**src/rtl/pe_link_pkg.sv**
```systemverilog
// Shared link-word definitions for the PE stream-to-link packer: field positions,
// default geometry and a link-word pack helper.
package pe_link_pkg;

    localparam int DEF_DATA_W     = 32;
    localparam int DEF_LANES      = 4;
    localparam int DEF_LINK_WIDTH = DEF_LANES * DEF_DATA_W + 2;

    localparam int LINK_VALID_BIT = DEF_LINK_WIDTH - 1;
    localparam int LINK_LAST_BIT  = DEF_LINK_WIDTH - 2;

    function automatic int lane_offset(input int lane, input int data_w);
        return lane * data_w;
    endfunction

    function automatic logic [DEF_LINK_WIDTH-1:0] pack_link(
        input logic                              valid,
        input logic                              last,
        input logic [DEF_LANES*DEF_DATA_W-1:0]   lanes
    );
        logic [DEF_LINK_WIDTH-1:0] word;
        word                               = '0;
        word[LINK_VALID_BIT]               = valid;
        word[LINK_LAST_BIT]                = last;
        word[DEF_LANES*DEF_DATA_W-1:0]     = lanes;
        return word;
    endfunction

endpackage

```
**src/rtl/pe_link_lane_acc.sv**
```systemverilog
// Lane accumulator: collects up to LANES stream words into one group, zero-filling
// lanes a short packet never writes.
module pe_link_lane_acc
    import pe_link_pkg::*;
#(
    parameter int DATA_W = DEF_DATA_W,
    parameter int LANES  = DEF_LANES
) (
    input  logic                     clk,
    input  logic                     reset,
    input  logic                     wr_en,
    input  logic [DATA_W-1:0]        wr_data,
    input  logic                     wr_last,
    input  logic                     clr,
    output logic [LANES*DATA_W-1:0]  lanes,
    output logic                     acc_full,
    output logic                     acc_last,
    output logic                     partial
);

    localparam int CNT_W = (LANES > 1) ? $clog2(LANES) : 1;

    logic [CNT_W-1:0] count;
    logic             closes;

    assign closes  = wr_en && (wr_last || count == CNT_W'(LANES - 1));
    assign partial = (count != '0);

    // NOTE: every register here uses non-blocking assignment so the clear-then-write
    // ordering below resolves by statement order within one edge, without races.
    always_ff @(posedge clk) begin
        if (reset) begin
            count    <= '0;
            acc_full <= 1'b0;
            acc_last <= 1'b0;
            // NOTE: the lane storage is reset on purpose: unwritten lanes must read as
            // zero padding, so clearing it is functional, not cosmetic.
            lanes    <= '0;
        end else begin
            // A move empties the group; a word accepted on the same edge starts the next one.
            if (clr) begin
                lanes    <= '0;
                acc_full <= 1'b0;
            end
            if (wr_en) begin
                for (int i = 0; i < LANES; i++) begin
                    if (count == CNT_W'(i)) begin
                        lanes[lane_offset(i, DATA_W) +: DATA_W] <= wr_data;
                    end
                end
                count <= closes ? '0 : count + 1'b1;
            end
            if (closes) begin
                acc_full <= 1'b1;
                acc_last <= wr_last;
            end
        end
    end

endmodule

```
**src/rtl/pe_link_packer.sv**
```systemverilog
// Stream-to-link packer feeding a PE input; ap_start is the link accept strobe.
// Optional macro PE_LINK_PACKER_READY_LOOKAHEAD_EN lets s_ready look through a move.
module pe_link_packer
    import pe_link_pkg::*;
#(
    parameter int DATA_W     = DEF_DATA_W,
    parameter int LANES      = DEF_LANES,
    parameter int LINK_WIDTH = DEF_LINK_WIDTH
) (
    input  logic                   clk,
    input  logic                   reset,
    input  logic                   ap_start,
    input  logic [DATA_W-1:0]      s_data,
    input  logic                   s_valid,
    input  logic                   s_last,
    output logic                   s_ready,
    output logic [LINK_WIDTH-1:0]  out_link,
    output logic                   busy
);

    generate
        if (LINK_WIDTH != LANES * DATA_W + 2) begin : g_bad_link_width
            $error("pe_link_packer: LINK_WIDTH must equal LANES*DATA_W+2");
        end
    endgenerate

    logic [LANES*DATA_W-1:0] acc_lanes;
    logic                    acc_full;
    logic                    acc_last;
    logic                    acc_partial;
    logic                    out_pending;
    logic                    move;
    logic                    accept;

    assign out_pending = out_link[LINK_WIDTH-1];
    assign move        = acc_full && (!out_pending || ap_start);

`ifdef PE_LINK_PACKER_READY_LOOKAHEAD_EN
    assign s_ready = !reset && (!acc_full || move);
`else
    assign s_ready = !reset && !acc_full;
`endif

    assign accept = s_valid && s_ready;

    pe_link_lane_acc #(
        .DATA_W (DATA_W),
        .LANES  (LANES)
    ) u_lane_acc (
        .clk      (clk),
        .reset    (reset),
        .wr_en    (accept),
        .wr_data  (s_data),
        .wr_last  (s_last),
        .clr      (move),
        .lanes    (acc_lanes),
        .acc_full (acc_full),
        .acc_last (acc_last),
        .partial  (acc_partial)
    );

    // A move overrides a transfer so back-to-back words keep valid high with no gap.
    always_ff @(posedge clk) begin
        if (reset) begin
            out_link <= '0;
        end else if (move) begin
            out_link <= {1'b1, acc_last, acc_lanes};
        end else if (out_pending && ap_start) begin
            out_link <= '0;
        end
    end

    assign busy = acc_full || acc_partial || out_pending;

endmodule

```
**config.mk**
```make
export PLATFORM = sky130hd
export DESIGN_NAME = pe_link_packer
export DESIGN_NICKNAME = d
export VERILOG_FILES = /design/src/rtl/pe_link_pkg.sv /design/src/rtl/pe_link_lane_acc.sv /design/src/rtl/pe_link_packer.sv
export SDC_FILE = /design/constraint.sdc
export NUM_CORES = 1
export LEC_CHECK = 0
export CELL_PAD_IN_SITES_DETAIL_PLACEMENT = 0
export CELL_PAD_IN_SITES_GLOBAL_PLACEMENT = 1
export CORE_MARGIN = 2
export CORE_UTILIZATION = 43
export DETAILED_ROUTE_END_ITERATION = 6
export GPL_TIMING_DRIVEN = 0
export HOLD_SLACK_MARGIN = 0.08
export PLACE_DENSITY = 0.82
export SYNTH_ARGS = -nofsm -noshare
export SYNTH_HDL_FRONTEND = slang
export SYNTH_SLANG_ARGS = --single-unit
```
**constraint.sdc**
```tcl
create_clock -name clk -period 2.4 [get_ports clk]
set_input_delay 0.48 -clock clk [delete_from_list [all_inputs] [get_ports clk]]
set_output_delay 0.48 -clock clk [all_outputs]
set_load 0.02 [all_outputs]
```
==> results.md, run 1 <==
- Status: finished, final reports clean
- Initial antenna violation count: 0
- YS warnings: 0
- # setup viols final: 0
- Max cap viols: 0
- Pins Over Slew Limit: 0
- Dpl cells: 1,491
- Ys async rst share: 0%
- Worst path cell trace: buf_4 > buf_6 > nor2_1 > nand2_1 > dlygate4sd2_1
- Global Route Usage Sum: 24.6%
- Crit. End Element: output port
- Synthesis-stage register bit count: 262
- DRC Markers: 0
- Clk pin slew, worst setup/hold paths: 60 ps
- Non-Filler Instances: 1,537
- Io pins: 169
- Period utilization: 93.4%
- First-pass GRT wire length: 45,300 um
- Crit path time final: 2240 ps
- I/O Buffers: 168
- Max incr delay on CP: 340 ps
- RePlAce Congestion: 0.846
- Die height: 153 um
- Lkg Pwr: 4.45 nW
- Avg WL per Cell: 19.2 um
- PnR worst setup slack: 158 ps
- Synthesized area: 9590 um2
- Die area: 23,500 um2
- Slew @ Worst Pin: 704 ps
- Final hold violation count: 0
- Setup slack at placement: -614 ps
- WP data arrival: 1760 ps
- Most frequent cells in the layout: 262 x dfxtp_1, 165 x clkdlybuf4s50_1, 135 x nor2_1, 132 x nand2_1, 130 x nand2b_1
- CTS tree: done
- CP max stage cell: dlygate4sd2_1
- Max Clock Skew: 14.2 ps
- PwrDens: 746 nW/um2
- Antenna Nets Post-Route: 0
- Syn Inst Count: 1,043
- Area Growth Syn to Fin: 30.7%
- Worst EP required: 1920 ps
- Most common cell after layout, fill and taps aside: dfxtp_1
- Mean Syn Cell Area: 9.19 um2
- Nets@finish: 1,279
- Max VDD drop: 0.429 mV
- Overflow after GRT: 0
- CTS Buf Count: 27
- H-tree depth: 1
- Sequential share of the synthesized area: 54.7%
- Hold Crit Class: register to register
- Vias in the first global route: 7,804
- Dpl cell area: 11,600 um2
- Total nets after synthesis: 1,084
- CTS Sinks: 262
- DR iter-0 viols: 475
- Rel. slew slack: 53.1%
- Drt pass-1 iters: 5
- Clk Latency, worst-skew pair: 530 ps
- Layout cells sized above 1: 9.32%
- Initial Utilization: 43.9%
- Row Count: 54
- Unrepaired setup endpoints after global routing: false
- Max clock buf depth: 3
- Pin count of the biggest net entering global routing: 20
- Routed via count: 8,177
- Main synth FF type: dfxtp_1
- Crit path max fanout: 19
- Setup TNS: 0 ps
- Yosys cell types: 20
- Via density per instance: 5.32
- Root buf cell: clkbuf_16
- Final wirelength: 29,500 um
- Critical path class: register to output port
- Hpwl dp: 20,000 um
- Width of the die: 153 um
- CP Launch Type: register
- Max Fclk: 446 MHz
- Placeable Area: 21,800 um2
- Final std cell area, no fill: 12,500 um2
- Number of synthesized flops with an enable pin: 0
-- synthesized netlist by cell type (3+ instances only) --
| master | count | share of area (%) |
|---|---|---|
| nand2_1 | 132 | 5.2 |
| nor4bb_1 | 4 | 0.42 |
| dfxtp_1 | 262 | 55 |
| a32oi_1 | 129 | 12 |
| ha_1 | 4 | 0.52 |
| o21ai_1 | 129 | 6.7 |
| nor2_1 | 135 | 5.3 |
| buf_2 | 43 | 2.2 |
| buf_4 | 24 | 1.9 |
| nand2b_1 | 130 | 8.5 |
| clkbuf_1 | 32 | 1.3 |
| a21oi_1 | 3 | 0.16 |
| a21o_2 | 4 | 0.37 |
| inv_1 | 3 | 0.12 |
-- state kept, by name, indices dropped and copies added, names as in the netlist --
signal	flops
u_lane_acc.lanes	128
u_lane_acc.acc_last	1
out_link	130
u_lane_acc.count	2
u_lane_acc.acc_full	1
-- repair_timing --
action,in CTS,in global routing
hold buffers,0,0
setup buffers,0,0
setup endpoints to repair,2,1
pin swaps,0,0
gates resized for setup,5,2
-- worst paths after layout --
check | start | slack [ps] | end | cells past startpoint
max | u_lane_acc.acc_full | 160 | busy | 5
min | u_lane_acc.lanes[78] | 470 | u_lane_acc.lanes[78] | 2
max reg2reg | out_link[129] | 680 | out_link[14] | 6
min reg2reg | u_lane_acc.lanes[78] | 470 | u_lane_acc.lanes[78] | 2
-- layout make-up --
class / instances / area, um2
diodes: 1 / 2.50
flip-flops and latches: 262 / 5250
repair buffers: 168 / 1680
plain buffers: 100 / 549
clock inverters: 9 / 123
multi-input cells: 676 / 3780
clock buffers: 38 / 787
well taps: 280 / 350
fillers: 1992 / 9290
inverters: 3 / 11.3
-- routing by layer --
metal | vias to the layer above | track usage, % | share of wire (%)
li1 | 4020 | - | -
met1 | 3840 | 34.9 | 46
met2 | 268 | 37.5 | 44
met3 | 49 | 4.88 | 6.8
met4 | 0 | 8.47 | 2.9
met5 | - | 0 | 0
-- through the flow --
| step | hold WS, ps | total power [mW] | utilization, % |
|---|---|---|---|
| 2_1_floorplan | 442 | 4.88 | - |
| 3_5_place_dp | 456 | 5.17 | 53.2 |
| 4_1_cts | 468 | 9.40 | 57.4 |
| 6_report | 468 | 9.35 | 57.4 |
| 3_3_place_gp | 454 | 5.17 | 53.2 |
| 5_1_grt | 484 | 9.66 | 57.4 |
-- cells by family after synthesis --
| group | Yosys count | synth area share [%] |
|---|---|---|
| simple gates | 405 | 19.6 |
| mux | 1 | 0.235 |
| buf+inv | 105 | 5.81 |
| flops | 262 | 54.7 |
| fa+ha+maj | 4 | 0.522 |
| compound gates | 266 | 19.1 |
-- critical path, delay by kind of cell, from the launching register on --
kind	cells	cell delay [ps]
buffers and inverters	3	740
DFF	1	310
and+or+nand+nor	2	180
-- power breakdown --
| group | internal [mW] | total (mW) | switching [mW] |
|---|---|---|---|
| clock network | 2.59 | 4.27 | 1.68 |
| logic | 0.221 | 0.611 | 0.390 |
| registers | 4.42 | 4.47 | 0.0487 |
| total | 7.23 | 9.35 | 2.12 |
(Power assumes the default switching activity.)
==> inputs of run 2 (changes only) <==
- ABC_AREA: default -> 1
- CORE_UTILIZATION: 43 -> 41
- SLEW_MARGIN: default -> 20
==> run 2 against run 1 <==
- sequential share of layout area decreased by 2.8 points
- cell count increased by 31%
- worst hold slack got worse by 72 ps
- critical path type unchanged
- largest cell class unchanged
==> results.md, run 2 <==
- I/O Buffers: 166 (was 168)
- Synthesized area: 10,300 um2 (was 9590 um2)
- Slew @ Worst Pin: 633 ps (was 704 ps)
- Max clock buf depth: 3 (unchanged)
- Vias in the first global route: 9,114 (was 7,804)
- Crit path max fanout: 7 (was 19)
- Unrepaired setup endpoints after global routing: false (unchanged)
- Yosys cell types: 18 (was 20)
- Sequential share of the synthesized area: 50.8% (was 54.7%)
- Leading post-synthesis cells by cell area: dfxtp_1 51%, nand2_1 19%, nor2_1 8.8% (was dfxtp_1 55%, a32oi_1 12%, nand2b_1 8.5%)
- Max VDD drop: 0.409 mV (was 0.429 mV)
- Worst hold slack: 396 ps (was 468 ps)
- Clk Latency, worst-skew pair: 540 ps (was 530 ps)
- Most frequent cells in the layout: 521 x nand2_1, 262 x dfxtp_1, 243 x nor2_1, 164 x clkdlybuf4s50_1, 135 x nand3_1 (was 262 x dfxtp_1, 165 x clkdlybuf4s50_1, 135 x nor2_1, 132 x nand2_1, 130 x nand2b_1)
- Max cap viols: 0 (unchanged)
- RePlAce Congestion: 0.834 (was 0.846)
- Main synth FF type: dfxtp_1 (unchanged)
- Total nets after synthesis: 1,503 (was 1,084)
- Routed via count: 9,703 (was 8,177)
- Antenna Cells: 0 (was 1)
- Io pins: 169 (unchanged)
- Initial Utilization: 41.3% (was 43.9%)
- Layout cells sized above 1: 7.09% (was 9.32%)
- CP max stage cell: dfxtp_1 (was dlygate4sd2_1)
- Worst path cell trace: inv_1 > ha_1 > nand2_1 > clkdlybuf4s15_1 (was buf_4 > buf_6 > nor2_1 > nand2_1 > dlygate4sd2_1)
- Final hold violation count: 0 (unchanged)
- Dpl cell area: 12,400 um2 (was 11,600 um2)
- Final std cell area, no fill: 13,400 um2 (was 12,500 um2)
- Synthesis-stage register bit count: 262 (unchanged)
- Syn Inst Count: 1,462 (was 1,043)
- Synth area leader: dfxtp_1 (unchanged)
- Placeable Area: 25,000 um2 (was 21,800 um2)
- Rel. slew slack: 57.8% (was 53.1%)
- Crit. End Element: output port (unchanged)
- Clk pin slew, worst setup/hold paths: 60 ps (about the same)
- CP Launch Type: register (unchanged)
- First-pass GRT wire length: 50,500 um (was 45,300 um)
- # setup viols final: 0 (unchanged)
- Flip-flop count of the largest register after layout: 130 (unchanged)
- Width of the die: 163 um (was 153 um)
- Most common cell after layout, fill and taps aside: nand2_1 (was dfxtp_1)
- Lkg Pwr: 5.75 nW (was 4.45 nW)
- Status: finished, final reports clean (unchanged)
- YS warnings: 0 (unchanged)
- Die area: 26,500 um2 (was 23,500 um2)
- PwrDens: 745 nW/um2 (was 746 nW/um2)
- Top delay family on crit path: buffers and inverters (unchanged)
- Die height: 163 um (was 153 um)
- Global Route Usage Sum: 24.6% (about the same)
- Max Fclk: 434 MHz (was 446 MHz)
- PnR worst setup slack: 96.2 ps (was 158 ps)
- CTS Buf Count: 28 (was 27)
- Worst R2R Start: out_link[129] (unchanged)
- Initial antenna violation count: 0 (unchanged)
- Max incr delay on CP: 400 ps (was 340 ps)
- Setup slack at placement: -168 ps (was -614 ps)
- Period utilization: 96.0% (was 93.4%)
- CTS tree: done (unchanged)
- CTS Sinks: 262 (unchanged)
- DR iter-0 viols: 601 (was 475)
- Antenna Nets Post-Route: 0 (unchanged)
- Mean Syn Cell Area: 7.06 um2 (was 9.19 um2)
- Hpwl dp: 23,300 um (was 20,000 um)
- Drt pass-1 iters: 5 (unchanged)
- Ys async rst share: 0% (unchanged)
- Top reg by flops: out_link (unchanged)
- Final wirelength: 33,200 um (was 29,500 um)
- Most numerous cell in the Yosys netlist: nand2_1 (was dfxtp_1)
- Max Clock Skew: 15.5 ps (was 14.2 ps)
- Nets@finish: 1,698 (was 1,279)
- Critical path buffer and inverter count: 2 (was 3)
- WP data arrival: 1820 ps (was 1760 ps)
- Crit path from: u_lane_acc.count[0] (was u_lane_acc.acc_full)
- Core Util, Final: 53.8% (was 57.4%)
- Crit path time final: 2300 ps (was 2240 ps)
- Avg WL per Cell: 16.5 um (was 19.2 um)
- Top cells by count, synth: 521 x nand2_1, 262 x dfxtp_1, 243 x nor2_1 (was 262 x dfxtp_1, 135 x nor2_1, 132 x nand2_1)
- DRC Markers: 0 (unchanged)
- Row Count: 58 (was 54)
- Hold_sp: s_valid (was u_lane_acc.lanes[78])
- Tot Pwr: 10.0 mW (was 9.35 mW)
- Worst EP required: 1920 ps (about the same)
- Via density per instance: 4.83 (was 5.32)
- Pins Over Slew Limit: 0 (unchanged)
- Top cell type's share of synthesized area: 50.8% (was 54.7%)
- Number of synthesized flops with an enable pin: 0 (unchanged)
- Area Growth Syn to Fin: 30.2% (was 30.7%)
- Largest registers: out_link (130), u_lane_acc.lanes (128), u_lane_acc.count (2) (unchanged)
- Root buf cell: clkbuf_16 (unchanged)
- H-tree depth: 1 (unchanged)
- Critical path class: register to output port (unchanged)
- Hold Crit Class: input pin to register (was register to register)
- Pin count of the biggest net entering global routing: 20 (unchanged)
- Overflow after GRT: 0 (unchanged)
run 2: logic make-up after synthesis:
logic type      count (synthesis)  synth area share, %
fa+ha+maj                       4                0.485
compound gates                133                 6.45
buf+inv                       144                 6.53
simple gates                  919                 35.7
flops                         262                 50.8
run 2: cell type report:
cell class                 count  area [um2]
sequential                   262        5250
timing repair buffer         166        1660
buffer                       113         564
multi-input combinational   1056        4400
clock buffer                  46         910
inverter                      30         113
fill                        2494       11500
tap                          330         413
clock inverter                 6         130
run 2: final timing paths:
check / endpoint / slack, ps / depth (start not counted)
max reg2reg: out_link[124] / 490 / 5
min: u_lane_acc.lanes[22] / 400 / 4
min reg2reg: out_link[5] / 460 / 2
max: busy / 100 / 4
run 2: layer usage:
metal / share of wire (%) / vias to the layer above / global-route usage (%)
li1: - / 4998 / -
met1: 47 / 4427 / 33.8
met2: 46 / 231 / 41.0
met3: 4.8 / 47 / 2.90
met4: 2.4 / 0 / 7.08
met5: 0 / - / 0
run 2: tightest hold or removal path: cells and delay by family:
| family | cells | cell delay (ps) |
|---|---|---|
| buffers and inverters | 1 | 170 |
| and+or+nand+nor | 3 | 240 |
run 2: stage by stage:
step	setup TNS, ps	std cells
5_1_grt	0	2009
4_1_cts	0	2009
3_5_place_dp	-208	1958
6_report	0	2009
3_3_place_gp	-264	1958
2_1_floorplan	0	1462
run 2: what timing repair did:
| item | 4_1_cts | 5_1_grt |
|---|---|---|
| endpoints found under the hold margin | 0 | 0 |
| resized for setup | 4 | 3 |
| hold buffers | 0 | 0 |
| buffers inserted | 0 | 0 |
| endpoints found under the setup margin | 2 | 2 |
run 2: power by group:
group	internal, mW	switching [mW]
clock network	3.00	1.77
registers	4.45	0.0634
logic	0.229	0.491
==> inputs of run 3 (changes only) <==
- CORE_UTILIZATION: 41 -> 42
- PLACE_DENSITY: 0.82 -> 0.81
- SYNTH_HIERARCHICAL: default -> 1
==> run 3 against run 2 <==
- first-iteration DRC count up 26%
- clock power decreased by 9.4%
- synthesized area down 4.0%
- worst hold slack better by 79 ps
- non-clock buffer count up 11
- sequential cell count did not move
- power decreased by 4.8%
- clock skew down 6.3 ps
==> results.md, run 3 <==
- Status: finished, final reports clean (unchanged)
- Io pins: 169 (unchanged)
- Drt pass-1 iters: 5 (unchanged)
- Top cells by count, synth: 262 x dfxtp_1, 259 x nand3_1, 258 x a21oi_1 (was 521 x nand2_1, 262 x dfxtp_1, 243 x nor2_1)
- Global Route Usage Sum: 24.3% (was 24.6%)
- Crit path max fanout: 4 (was 7)
- Synth Area in Compound Gates: 20.0% (was 6.45%)
- CTS Buf Count: 27 (was 28)
- Max VDD drop: 0.483 mV (was 0.409 mV)
- Width of the die: 158 um (was 163 um)
- Met1 Use GR: 35.5% (was 33.8%)
- DRC Markers: 0 (unchanged)
- Post-CTS setup buffers: 0 (unchanged)
- Final wirelength: 31,100 um (was 33,200 um)
- Met3 usage: 2.93% (was 2.90%)
- Flip-flop count of the largest register after layout: 130 (unchanged)
- Synth Area in Adders: 0.505% (was 0.485%)
- Lkg Pwr: 4.52 nW (was 5.75 nW)
- Layout cells sized above 1: 11.3% (was 7.09%)
- CTS Sinks: 262 (unchanged)
- # setup viols final: 0 (unchanged)
- Dpl cell area: 12,000 um2 (was 12,400 um2)
- Initial antenna violation count: 1 (was 0)
- Post-synthesis mux area share: 0% (unchanged)
- R2R depth: 7 (was 5)
- Sequential share of the synthesized area: 52.9% (was 50.8%)
- Synth Area in Simple Gates: 18.9% (was 35.7%)
- RePlAce Congestion: 0.833 (was 0.834)
- Pins Over Slew Limit: 0 (unchanged)
- First-pass GRT wire length: 46,600 um (was 50,500 um)
- Root buf cell: clkbuf_16 (unchanged)
- Area Growth Syn to Fin: 30.1% (was 30.2%)
- I/O Buffers: 168 (was 166)
- Row Count: 56 (was 58)
- Overflow after GRT: 0 (unchanged)
- Placeable Area: 23,300 um2 (was 25,000 um2)
- Synthesized area: 9910 um2 (was 10,300 um2)
- # fillers: 2,210 (was 2,494)
- Most frequent cells in the layout: 262 x dfxtp_1, 259 x nand3_1, 258 x a21oi_1, 166 x clkdlybuf4s50_1, 132 x nor2_1 (was 521 x nand2_1, 262 x dfxtp_1, 243 x nor2_1, 164 x clkdlybuf4s50_1, 135 x nand3_1)
- Crit path time final: 2330 ps (was 2300 ps)
- Final hold violation count: 0 (unchanged)
- Unrepaired setup endpoints after global routing: false (unchanged)
- Hpwl dp: 21,600 um (was 23,300 um)
- Synth area leader: dfxtp_1 (unchanged)
- PwrDens: 738 nW/um2 (was 745 nW/um2)
- Yosys cell types: 22 (was 18)
- Period utilization: 96.9% (was 96.0%)
- Mean Syn Cell Area: 8.26 um2 (was 7.06 um2)
- Max Clock Skew: 9.23 ps (was 15.5 ps)
- Max Fclk: 430 MHz (was 434 MHz)
- Clk pin slew, worst setup/hold paths: 60 ps (about the same)
- Most common cell after layout, fill and taps aside: dfxtp_1 (was nand2_1)
- Vias in the first global route: 8,422 (was 9,114)
- Hold_sp: out_link[75] (was s_valid)
- Nets@finish: 1,435 (was 1,698)
- Largest registers: out_link (130), u_lane_acc/lanes (128), u_lane_acc/count (2) (was out_link (130), u_lane_acc.lanes (128), u_lane_acc.count (2))
- Top cell type's share of synthesized area: 52.9% (was 50.8%)
- Worst R2R Start: u_lane_acc/acc_full (was out_link[129])
- Largest family of logic cells by synthesized area: compound AO/OA/AOI/OAI gates (was simple AND/OR/NAND/NOR gates)
- Main synth FF type: dfxtp_1 (unchanged)
- Max clock buf depth: 3 (unchanged)
- Critical path class: register to output port (unchanged)
- Most numerous cell in the Yosys netlist: dfxtp_1 (was nand2_1)
- Most Crowded Layer GR: met2 (unchanged)
- Total nets after synthesis: 1,241 (was 1,503)
- Top reg by flops: out_link (unchanged)
- Initial Utilization: 42.5% (was 41.3%)
- DR iter-0 viols: 756 (was 601)
- Die area: 24,800 um2 (was 26,500 um2)
- Met2 Usage GRT: 38.3% (was 41.0%)
- R2r setup slk: 530 ps (was 490 ps)
- Leading post-synthesis cells by cell area: dfxtp_1 53%, nand3_1 13%, a21oi_1 13% (was dfxtp_1 51%, nand2_1 19%, nor2_1 8.8%)
- Final std cell area, no fill: 12,900 um2 (was 13,400 um2)
- YS warnings: 6 (was 0)
- Antenna Nets Post-Route: 0 (unchanged)
- Routed via count: 9,259 (was 9,703)
- Setup TNS: 0 ps (unchanged)
- Antenna Cells: 0 (unchanged)
- CTS tree: done (unchanged)
- Clk Latency, worst-skew pair: 520 ps (was 540 ps)
- Via density per instance: 5.35 (was 4.83)
- Synthesis-stage register bit count: 262 (unchanged)
- Avg WL per Cell: 17.9 um (was 16.5 um)
- Syn Inst Count: 1,200 (was 1,462)
- Number of synthesized flops with an enable pin: 0 (unchanged)
- Hold-fix buffers at CTS: 0 (unchanged)
- H-tree depth: 1 (unchanged)
- Crit. End Element: output port (unchanged)
- WP data arrival: 1850 ps (was 1820 ps)
- Tot Pwr: 9.52 mW (was 10.0 mW)
- Pin count of the biggest net entering global routing: 27 (was 20)
- Max cap viols: 0 (unchanged)
- Synth Area in XOR/XNOR: 0% (unchanged)
- Worst Hold End: out_link[75] (was u_lane_acc.lanes[22])
- Hold Crit Class: register to register (was input pin to register)
- Rel. slew slack: 61.3% (was 57.8%)
- Slew @ Worst Pin: 579 ps (was 633 ps)
- CP Launch Type: register (unchanged)
- Hold Crit Depth: 2 (was 4)
- Die height: 158 um (was 163 um)
- Worst EP required: 1920 ps (about the same)
- Ys async rst share: 0% (unchanged)
- RR Endpoint: u_lane_acc/lanes[126] (was out_link[124])
==> run 3: cell count changes in the layout (fill, tap and decap cells not counted), moves of 18 or more <==
cell      previous run  this run
nand2_1            521         8
a21oi_1            132       258
nand3_1            135       259
nor2_1             243       132
o21ai_0              0       110
inv_1               30         8
buf_4               11        32
clkbuf_1            39        18
o21ai_1              1        19
==> run 3: what timing repair did <==
item | 4_1_cts | 5_1_grt
hold endpoints to repair | 0 | 0
gates resized for setup | 4 | 0
endpoints found under the setup margin | 2 | 0
==> run 3: cell type report <==
cell class	count	area, um2	area share (%)
tap	319	399	3.09
clock buffer	39	801	6.21
sequential	262	5250	40.7
inverter	13	53.8	0.417
multi-input combinational	800	3900	30.3
buffer	122	699	5.42
timing repair buffer	168	1680	13.0
clock inverter	9	120	0.931
==> run 3: power breakdown <==
part / leakage (nW) / switching, mW / internal, mW
Combinational: 1.94 / 0.477 / 0.238
Clock: 0.461 / 1.70 / 2.62
Sequential: 2.12 / 0.0486 / 4.43
==> run 3: through the flow <==
step | hold WS, ps | utilization [%] | cells | setup WS, ps
2_1_floorplan | 433 | - | 1200 | 679
3_3_place_gp | 466 | 51.4 | 1687 | -473
3_5_place_dp | 470 | 51.4 | 1687 | -440
4_1_cts | 479 | 55.3 | 1732 | 85.9
5_1_grt | 491 | 55.3 | 1732 | 16.1
6_report | 475 | 55.3 | 1732 | 74.7
==> run 3: per-layer routing <==
layer	vias to the layer above	wire (um)	share of wire (%)
met4	0	657	2.1
met1	4320	14900	48
met3	42	1600	5.1
met5	-	0	0
li1	4581	-	-
met2	316	13900	45
==> run 3: cells by family (layout without fill, tap and decap cells) <==
logic type | after synthesis | count (layout)
and+or+nand+nor | 404 | 404
AOI/OAI and AO/OA | 392 | 392
DFF | 262 | 262
buffers and inverters | 138 | 351
adders and majority gates | 4 | 4
==> run 3: how the worst max path moves through the flow <==
stage | depth (start not counted) | from | slack, ps | end
after floorplan | 8 | reset | 680 | u_lane_acc/lanes[100]
after global placement | 5 | reset | -470 | s_ready
after detailed placement | 5 | reset | -440 | s_ready
after CTS | 6 | u_lane_acc/count[0] | 90 | busy
after global routing | 6 | u_lane_acc/count[0] | 20 | busy
final | 6 | u_lane_acc/count[0] | 70 | busy
==> run 3: critical path: stages (launching register included) <==
cell           delay, ps
dfxtp_1              390
inv_1                100
ha_1                 260
inv_1                 90
nor2_1                40
nand2_1              100
dlygate4sd2_1        340
